## config.mk

```make
export PLATFORM = sky130hd
export DESIGN_NAME = bpsk_receiver_flat
export DESIGN_NICKNAME = d
export VERILOG_FILES = /design/src/rtl/bpsk_pkg.sv /design/src/rtl/bpsk_receiver_if.sv /design/src/rtl/bpsk_correlator.sv /design/src/rtl/bpsk_receiver.sv /design/src/flat_wrapper.sv
export SDC_FILE = /design/constraint.sdc
export NUM_CORES = 1
export LEC_CHECK = 0
export CORE_MARGIN = 8
export CORE_UTILIZATION = 55
export DETAILED_ROUTE_END_ITERATION = 12
export PLACE_DENSITY = 0.78
export SLEW_MARGIN = 10
export SYNTH_ARGS = -nofsm -noshare
export SYNTH_HDL_FRONTEND = slang
export SYNTH_SLANG_ARGS = --single-unit
```

## constraint.sdc

```tcl
create_clock -name clock -period 21.6 [get_ports clock]
set_input_delay 4.32 -clock clock [delete_from_list [all_inputs] [get_ports clock]]
set_output_delay 4.32 -clock clock [all_outputs]
set_load 0.05 [all_outputs]
```

## src/rtl/bpsk_pkg.sv

```systemverilog
// Shared BPSK definitions: sizes, state enum and the sine table also used by the transmitter.
// The table is tabulated for DATA_WIDTH=8, WAVELENGTH=16.
package bpsk_pkg;
  localparam int DATA_WIDTH        = 8;
  localparam int WAVELENGTH        = 16;
  localparam int PACKET_SIZE       = 128;
  localparam int ERASURE_THRESHOLD = 256;

  localparam int PHASE_W   = $clog2(WAVELENGTH);
  localparam int BIT_IDX_W = $clog2(PACKET_SIZE);
  localparam int PROD_W    = 2 * DATA_WIDTH;
  localparam int ACC_W     = PROD_W + PHASE_W;

  typedef logic signed [DATA_WIDTH-1:0] sample_t;
  typedef logic signed [PROD_W-1:0]     prod_t;
  typedef logic signed [ACC_W-1:0]      acc_t;

  typedef enum logic {ACCUM, DECIDE} rx_state_e;

  // round(127*sin(2*pi*k/16))
  localparam sample_t SINE_TAB [WAVELENGTH] = '{
    8'sd0,  8'sd49,  8'sd90,  8'sd117,  8'sd127,  8'sd117,  8'sd90,  8'sd49,
    8'sd0, -8'sd49, -8'sd90, -8'sd117, -8'sd127, -8'sd117, -8'sd90, -8'sd49
  };

  function automatic sample_t sine_ref(input logic [PHASE_W-1:0] k);
    return SINE_TAB[k];
  endfunction
endpackage

```

## src/rtl/bpsk_receiver_if.sv

```systemverilog
// Sample input / bit and packet output bundle of the BPSK receiver.
// packet_erasure exists only when BPSK_RX_ERASURE_EN is defined.
interface bpsk_receiver_if;
  import bpsk_pkg::*;

  logic                   sample_valid;
  sample_t                sample;
  logic                   bit_valid;
  logic                   bit_data;
  logic                   packet_valid;
  logic [PACKET_SIZE-1:0] packet_data;
`ifdef BPSK_RX_ERASURE_EN
  logic                   packet_erasure;

  modport master (output sample_valid, sample,
                  input  bit_valid, bit_data, packet_valid, packet_data, packet_erasure);
  modport slave  (input  sample_valid, sample,
                  output bit_valid, bit_data, packet_valid, packet_data, packet_erasure);
`else
  modport master (output sample_valid, sample,
                  input  bit_valid, bit_data, packet_valid, packet_data);
  modport slave  (input  sample_valid, sample,
                  output bit_valid, bit_data, packet_valid, packet_data);
`endif
endinterface

```

## src/rtl/bpsk_correlator.sv

```systemverilog
// Multiplies each sample by the reference sine at its phase and accumulates over one bit.
// clear restarts the sum; a sample accepted on the same edge seeds the new sum.
module bpsk_correlator
  import bpsk_pkg::*;
(
  input  logic               clock,
  input  logic               reset,
  input  logic               accept,
  input  logic               clear,
  input  logic [PHASE_W-1:0] phase,
  input  sample_t            sample,
  output acc_t               acc
);
  prod_t prod;
  assign prod = sample * sine_ref(phase);

  always_ff @(posedge clock or posedge reset) begin
    if (reset)       acc <= '0;
    else if (clear)  acc <= accept ? ACC_W'(prod) : '0;
    else if (accept) acc <= acc + ACC_W'(prod);
  end
endmodule

```

## src/rtl/bpsk_receiver.sv

```systemverilog
// Coherent BPSK demodulator: correlate one carrier period per bit, slice, pack into packets.
// Optional erasure flagging is enabled by defining BPSK_RX_ERASURE_EN.
module bpsk_receiver
  import bpsk_pkg::*;
(
  input  logic           clock,
  input  logic           reset,
  bpsk_receiver_if.slave rx
);
  rx_state_e              state, state_next;
  logic [PHASE_W-1:0]     phase_idx;
  logic [BIT_IDX_W-1:0]   bit_idx;
  logic [PACKET_SIZE-2:0] shreg;
  logic [PACKET_SIZE-1:0] shreg_next, packet_q;
  acc_t                   acc;
  logic                   decide, last_phase, last_bit, bit_now;

  assign decide     = (state == DECIDE);
  assign last_phase = (phase_idx == PHASE_W'(WAVELENGTH - 1));
  assign last_bit   = (bit_idx == BIT_IDX_W'(PACKET_SIZE - 1));
  assign bit_now    = acc[ACC_W-1];
  assign shreg_next = {shreg, bit_now};

  bpsk_correlator u_corr (
    .clock  (clock),
    .reset  (reset),
    .accept (rx.sample_valid),
    .clear  (decide),
    .phase  (phase_idx),
    .sample (rx.sample),
    .acc    (acc)
  );

  always_ff @(posedge clock or posedge reset) begin
    if (reset) state <= ACCUM;
    else       state <= state_next;
  end

  always_comb begin
    state_next = state;
    case (state)
      ACCUM:  if (rx.sample_valid && last_phase) state_next = DECIDE;
      DECIDE: state_next = ACCUM;
      default: state_next = ACCUM;
    endcase
  end

  // Phase keeps counting through DECIDE so a back-to-back sample is never lost.
  always_ff @(posedge clock or posedge reset) begin
    if (reset)                 phase_idx <= '0;
    else if (rx.sample_valid)  phase_idx <= last_phase ? '0 : phase_idx + 1'b1;
  end

  always_ff @(posedge clock or posedge reset) begin
    if (reset) begin
      bit_idx  <= '0;
      shreg    <= '0;
      packet_q <= '0;
    end else if (decide) begin
      shreg   <= shreg_next[PACKET_SIZE-2:0];
      bit_idx <= last_bit ? '0 : bit_idx + 1'b1;
      if (last_bit) packet_q <= shreg_next;
    end
  end

  // Completed packet is presented in the DECIDE cycle itself, then held.
  assign rx.bit_valid    = decide;
  assign rx.bit_data     = decide & bit_now;
  assign rx.packet_valid = decide & last_bit;
  assign rx.packet_data  = rx.packet_valid ? shreg_next : packet_q;

`ifdef BPSK_RX_ERASURE_EN
  localparam acc_t ERASE_LIM = acc_t'(ERASURE_THRESHOLD);
  logic weak, flag, flag_next, erasure_q;

  assign weak      = (acc < ERASE_LIM) && (acc > -ERASE_LIM);
  assign flag_next = ((bit_idx == '0) ? 1'b0 : flag) | weak;

  always_ff @(posedge clock or posedge reset) begin
    if (reset) begin
      flag      <= 1'b0;
      erasure_q <= 1'b0;
    end else if (decide) begin
      flag <= flag_next;
      if (last_bit) erasure_q <= flag_next;
    end
  end

  assign rx.packet_erasure = rx.packet_valid ? flag_next : erasure_q;
`endif
endmodule
```

## src/flat_wrapper.sv

```systemverilog
// flat-port wrapper written by rule: the top's interface ports become plain ports
module bpsk_receiver_flat import bpsk_pkg::*;
  (clock, reset, rx_sample_valid, rx_sample, rx_bit_valid, rx_bit_data, rx_packet_valid, rx_packet_data);
  bpsk_receiver_if rx_i ();
  input  logic clock;
  input  logic reset;
  input wire logic [$bits(rx_i.sample_valid)-1:0] rx_sample_valid;
  input wire logic [$bits(rx_i.sample)-1:0] rx_sample;
  output wire logic [$bits(rx_i.bit_valid)-1:0] rx_bit_valid;
  output wire logic [$bits(rx_i.bit_data)-1:0] rx_bit_data;
  output wire logic [$bits(rx_i.packet_valid)-1:0] rx_packet_valid;
  output wire logic [$bits(rx_i.packet_data)-1:0] rx_packet_data;
  assign rx_i.sample_valid = rx_sample_valid;
  assign rx_i.sample = rx_sample;
  assign rx_bit_valid = rx_i.bit_valid;
  assign rx_bit_data = rx_i.bit_data;
  assign rx_packet_valid = rx_i.packet_valid;
  assign rx_packet_data = rx_i.packet_data;
  bpsk_receiver u_core (.clock(clock), .reset(reset), .rx(rx_i));
endmodule
```

==> reports/qor.yml, run 1 <==
numPortBuffers: 141
yosys-top-cells-area: "dfrtp_1 (49%), mux2_2 (20%), fa_1 (7.7%)"
viasPerCell: 5.38
synth-edff-count: 0
cts.sinks: 287
ioPinCount: 142
synth_cells: 1133
synthTopCellsByCount: "dfrtp_1 (287), mux2_2 (257), inv_1 (108), ha_1 (57), fa_1 (56)"
cap_viol_max_count: 0
post-cts-setup-buffer-count: 0
die_x_microns: 179
cts_tree: "built"
antenna_cells: 0
final_antenna_net_count: 0
antenna_found_initial: 0
place.gp.congestion: 0.879
drc_errors: 0
grt_pass1_wl_mm: 47.8
hp-class: "reg -> reg"
htreeDepth: 1
die_y_microns: 179
numCtsBuffers: 30
num-fill-cells: 1935
synth.distinct_cells: 67
post-dp-hpwl_mm: 19.0
cp.required_ps: 22080
path_class: "in -> reg"
critPathTopFamily: "adder cells"
ys_seq_area_frac: 0.494
drive_above_1_share: 0.257
status: "finished, final reports clean"
slew_violations: 0
grt_max_degree: 135
post-route-period-util: 0.476
cpPeakStageDelay_ps: 570
critical_path.most_common_cell: "fa_1"
drt_first_pass_iters: 4
cp_slowest_cell: "clkdlybuf4s50_1"
synth_area_sq_mm: 0.0145
start_util: 0.560
slew_headroom: 0.287
fin_skew_ps: 22.9
rsz0062_at_grt: "no"
async_reset_ff_frac: 1.00
period_needed_ps: 10290
critPathLaunchType: "primary input"
yosysMostFrequentCell: "dfrtp_1"
wire_per_inst_microns: 17.0
synth_top_area_cell: "dfrtp_1"
clock_latency_ps: 560
grt_usage: 0.179
cts_resized: 0
drt-total-wl_mm: 27.8
crit_buf_inv: 4
syn_area_per_cell_sq_um: 12.8
max-clock-path-buffers: 3
clk_pin_slew_ps: 60
vias: 8784
synth_flop_cell: "dfrtp_1"
worst_pin_slew_ps: 1070
layout.nets: 1399
end_kind: "register"
ys_seq_elements: 287
rows: 59
grt_pass1_vias: 9502
fin_setup_tns_ps: 0
first_iter_violations: 433
hold_buffers: 0
grt_overflow_total: 0
arrival_ps: 10760
fp.coreArea_sq_mm: 0.0260
die_area_sq_mm: 0.0319
fmaxAchievable_ghz: 0.0972
yosys.area.top_type_share: 0.494
hold_viol: 0
syn_nets: 1257
area_growth_pct: 19.0
yosysWarnings: 0
critPathMaxFanout: 8
setup_viol: 0
cts-root-buf: "clkbuf_16"
## logic make-up (layout without fill, tap and decap cells)
kind of cell             Yosys count  in the layout  synth area share
AO/OA/AOI/OAI                    120            120            0.0550
XOR/XNOR                          33             33            0.0199
adder cells (fa/ha/maj)          113            113             0.126
buffers and inverters            147            313            0.0394
flip-flops                       287            287             0.494
multiplexers                     265            265             0.205
AND/OR/NAND/NOR                  168            168            0.0606
## routing by layer
layer / part of all wire / wire, microns / global-route usage
met5: 0 / 0 / 0
met4: 0.016 / 449 / 0.0393
met3: 0.042 / 1170 / 0.0320
met2: 0.48 / 13200 / 0.287
met1: 0.47 / 12900 / 0.252
## final timing paths
path                                         end                start  cells past startpoint  slack (ps)
hold / removal                 u_core.bit_idx[6]    u_core.bit_idx[6]                      1         470
setup reg to reg           u_core.u_corr.acc[16]  u_core.phase_idx[0]                     28       14220
setup / recovery           u_core.u_corr.acc[16]         rx_sample[0]                     25       11310
max in group asynchronous  u_core.u_corr.acc[18]                reset                      4       14850
min in group asynchronous       u_core.shreg[86]                reset                      2        4380
hold reg to reg                u_core.bit_idx[6]    u_core.bit_idx[6]                      1         470
## state kept, by name (all words and copies together) (netlist names)
name / flops
u_core.packet_q: 128
u_core.shreg: 127
u_core.u_corr.acc: 20
u_core.bit_idx: 7
u_core.phase_idx: 4
u_core.rx.bit_valid: 1
## layout by cell type, fill, tap and decap left out, types with 30 or more instances in the layout
cell             netlist  final
mux2_2               257    257
inv_1                108    107
a21oi_1               35     35
clkdlybuf4s50_1        0    141
fa_1                  56     56
and2_1                45     44
dfrtp_1              287    286
nor2_1                32     32
nand2_1               47     47
ha_1                  57     57
clkbuf_16              0     30
## through the flow
stage,utilization,setup slack [ps],cells,instance area [sq um],hold WS (ps)
floorplan,-,9360,1133,14500,434
global placement,0.626,10940,1577,16300,455
detailed placement,0.626,10820,1577,16300,459
CTS,0.666,11360,1633,17300,474
global route,0.666,10960,1634,17300,496
finish,0.666,11310,1634,17300,471
## area by class of cell
type	instances	area (sq um)	area share
tap	335	419	0.0242
multi-input combinational	699	6800	0.393
timing repair buffer	148	1470	0.0848
clock inverter	14	188	0.0108
clock buffer	42	836	0.0483
inverter	109	417	0.0241
sequential	287	7190	0.415
Power of run 1 is left out: the tool's default activity adds up to more than one toggle a clock period on the data nets, which glitch-free logic cannot reach.
==> run 2: changes to the inputs <==
--- a/config.mk
+++ b/config.mk
@@ -6,7 +6,7 @@
 export NUM_CORES = 1
 export LEC_CHECK = 0
 export CORE_MARGIN = 8
-export CORE_UTILIZATION = 55
+export CORE_UTILIZATION = 52
 export DETAILED_ROUTE_END_ITERATION = 12
 export PLACE_DENSITY = 0.78
 export SLEW_MARGIN = 10
==> constraint.sdc (replaced) <==
create_clock -name clock -period 8.7 [get_ports clock]
set_input_delay 1.74 -clock clock [delete_from_list [all_inputs] [get_ports clock]]
set_output_delay 1.74 -clock clock [all_outputs]
set_load 0.05 [all_outputs]
==> reports/qor.yml, run 2 (same netlist as run 1, synthesis figures left out) <==
r2r_setup_slack_ps: 1370  # -12850 ps
numCtsBuffers: 29  # -3.3%
die_y_microns: 183  # +2.6%
fin_skew_ps: 15.0  # -7.90 ps
grt_pass1_vias: 9436  # -0.69%
cp_slowest_cell: "fa_1"
rsz0062_at_grt: "no"
final_common_cell: "dfrtp_1"
vias: 8855  # +0.81%
numPortBuffers: 141  # unchanged
worst_hold_path.endpoint: "u_core.bit_idx[6]"
drt-total-wl_mm: 28.2  # +1.6%
final_antenna_net_count: 0  # unchanged
start_util: 0.525  # -0.0348
grt_usage: 0.171  # -0.00859
status: "finished, final reports clean"
cts.sinks: 287  # unchanged
setup_viol: 0  # unchanged
period_needed_ps: 7610
top_regs: "u_core.packet_q (128), u_core.shreg (127), u_core.u_corr.acc (20)"
hold_viol: 0  # unchanged
htreeDepth: 1  # unchanged
rows: 61  # +3.4%
arrival_ps: 8080  # -2680 ps
grt_overflow_total: 0  # unchanged
worst_pin_slew_ps: 1130  # +59.8 ps
drc_errors: 0  # unchanged
num-fill-cells: 2084  # +7.7%
regArea_sq_mm: 0.00719  # unchanged
critPathLaunchType: "primary input"
cts_resized: 0  # unchanged
antenna_cells: 0  # unchanged
post-route-period-util: 0.875
max_flop_register: "u_core.packet_q"
largest_reg_flops: 128  # unchanged
max-clock-path-buffers: 3  # unchanged
end_kind: "register"
drive_above_1_share: 0.256  # -0.00151
reg2reg_to: "u_core.u_corr.acc[16]"
die_x_microns: 183  # +2.6%
antenna_found_initial: 0  # unchanged
cp.required_ps: 9170  # -12910 ps
final_cell_mix: "dfrtp_1 (286), mux2_2 (257), clkdlybuf4s50_1 (141), inv_1 (107), ha_1 (57)"
layout.nets: 1397  # -0.14%
hp-start: "u_core.bit_idx[6]"
crit_buf_inv: 4  # unchanged
hold_buffers: 0  # unchanged
viasPerCell: 5.31  # -1.3%
dp.cells: 1620  # +2.7%
ioPinCount: 142  # unchanged
post-dp-hpwl_mm: 19.2  # +0.79%
cts-root-buf: "clkbuf_16"
rr_startpoint: "u_core.phase_idx[0]"
grt_max_degree: 155  # +15%
place.gp.congestion: 0.825  # -6.1%
fp.coreArea_sq_mm: 0.0277  # +6.6%
wire_per_inst_microns: 16.9  # -0.54%
rr_worst_depth: 28  # unchanged
critPathMaxFanout: 8  # unchanged
drt_first_pass_iters: 6  # +2
fin_cells: 1669  # +2.1%
hold_depth: 1  # unchanged
grt_pass1_wl_mm: 47.9  # +0.14%
clock_latency_ps: 560  # about the same
cap_viol_max_count: 0  # unchanged
critPathTopFamily: "adder cells"
hp-class: "reg -> reg"
slew_violations: 0  # unchanged
cts_tree: "built"
path_class: "in -> reg"
area_growth_pct: 19.3
fmaxAchievable_ghz: 0.131
clk_pin_slew_ps: 60  # about the same
multi_input_area_sq_mm: 0.00680  # unchanged
post-cts-setup-buffer-count: 0  # unchanged
cpPeakStageDelay_ps: 570  # about the same
die_area_sq_mm: 0.0336  # +5.2%
critical_path.most_common_cell: "fa_1"
first_iter_violations: 359  # -17%
fin_setup_tns_ps: 0  # unchanged
slew_headroom: 0.244  # -0.0427
==> run 2: cell types whose count changed in the layout (fill, tap and decap cells not counted) <==
cell / before / now
clkinvlp_4: 0 / 1
inv_6: 2 / 0
inv_8: 2 / 0
clkbuf_8: 4 / 6
buf_6: 1 / 0
clkinv_2: 6 / 3
buf_4: 6 / 5
clkbuf_1: 8 / 4
clkbuf_16: 30 / 29
clkinv_16: 1 / 0
buf_12: 0 / 1
bufinv_16: 3 / 5
inv_16: 0 / 1
==> run 2: worst max path at each step <==
stage	from	endpoint	slack, ps	cells after the start
2_1_floorplan	rx_sample[0]	u_core.u_corr.acc[16]	1500	24
3_3_place_gp	rx_sample[0]	u_core.u_corr.acc[16]	680	25
3_5_place_dp	rx_sample[0]	u_core.u_corr.acc[16]	550	25
4_1_cts	rx_sample[0]	u_core.u_corr.acc[16]	1100	25
5_1_grt	rx_sample[0]	u_core.u_corr.acc[16]	630	25
6_report	rx_sample[0]	u_core.u_corr.acc[16]	1090	25
==> run 2: layout make-up <==
class                   count  share of cell area
clock buffers              39              0.0474
clock inverters            10              0.0112
inverters                 109              0.0238
multi-input cells         699               0.392
flip-flops and latches    287               0.414
well taps                 378              0.0273
repair buffers            147              0.0846
==> run 2: metal layers <==
metal  GRT usage  vias to the layer above  share of wire
li1            -                     4134              -
met1       0.229                     4484           0.45
met2       0.276                      191           0.47
met3      0.0408                       46          0.056
met4      0.0439                        0          0.023
met5           0                        -              0
==> run 2: worst reg2reg max path: cells and delay by family (launching register included) <==
family                     cells  cell delay (ps)
adders and majority gates      7             3000
AOI/OAI and AO/OA              8             1550
muxes                          2              880
and+or+nand+nor                6              870
DFF                            1              450
buffers and inverters          4              350
xor gates and xnor gates       1              150
==> run 2: through the flow <==
step           hold WS [ps]   util  setup WS (ps)  instance area [sq um]
2_1_floorplan           434      -           1500                  14600
3_3_place_gp            455  0.590            680                  16300
3_5_place_dp            465  0.590            551                  16300
4_1_cts                 474  0.626           1100                  17400
5_1_grt                 506  0.626            632                  17400
6_report                472  0.626           1090                  17400
Power of run 2 is left out for the same reason.
==> run 3: changes to the inputs <==
--- a/config.mk
+++ b/config.mk
@@ -9,7 +9,6 @@
 export CORE_UTILIZATION = 52
 export DETAILED_ROUTE_END_ITERATION = 12
 export PLACE_DENSITY = 0.78
-export SLEW_MARGIN = 10
 export SYNTH_ARGS = -nofsm -noshare
 export SYNTH_HDL_FRONTEND = slang
 export SYNTH_SLANG_ARGS = --single-unit
==> results of run 3 <==
The final DEF is identical to that of run 2; final timing and power are the same.
Power of run 3 is left out for the same reason.
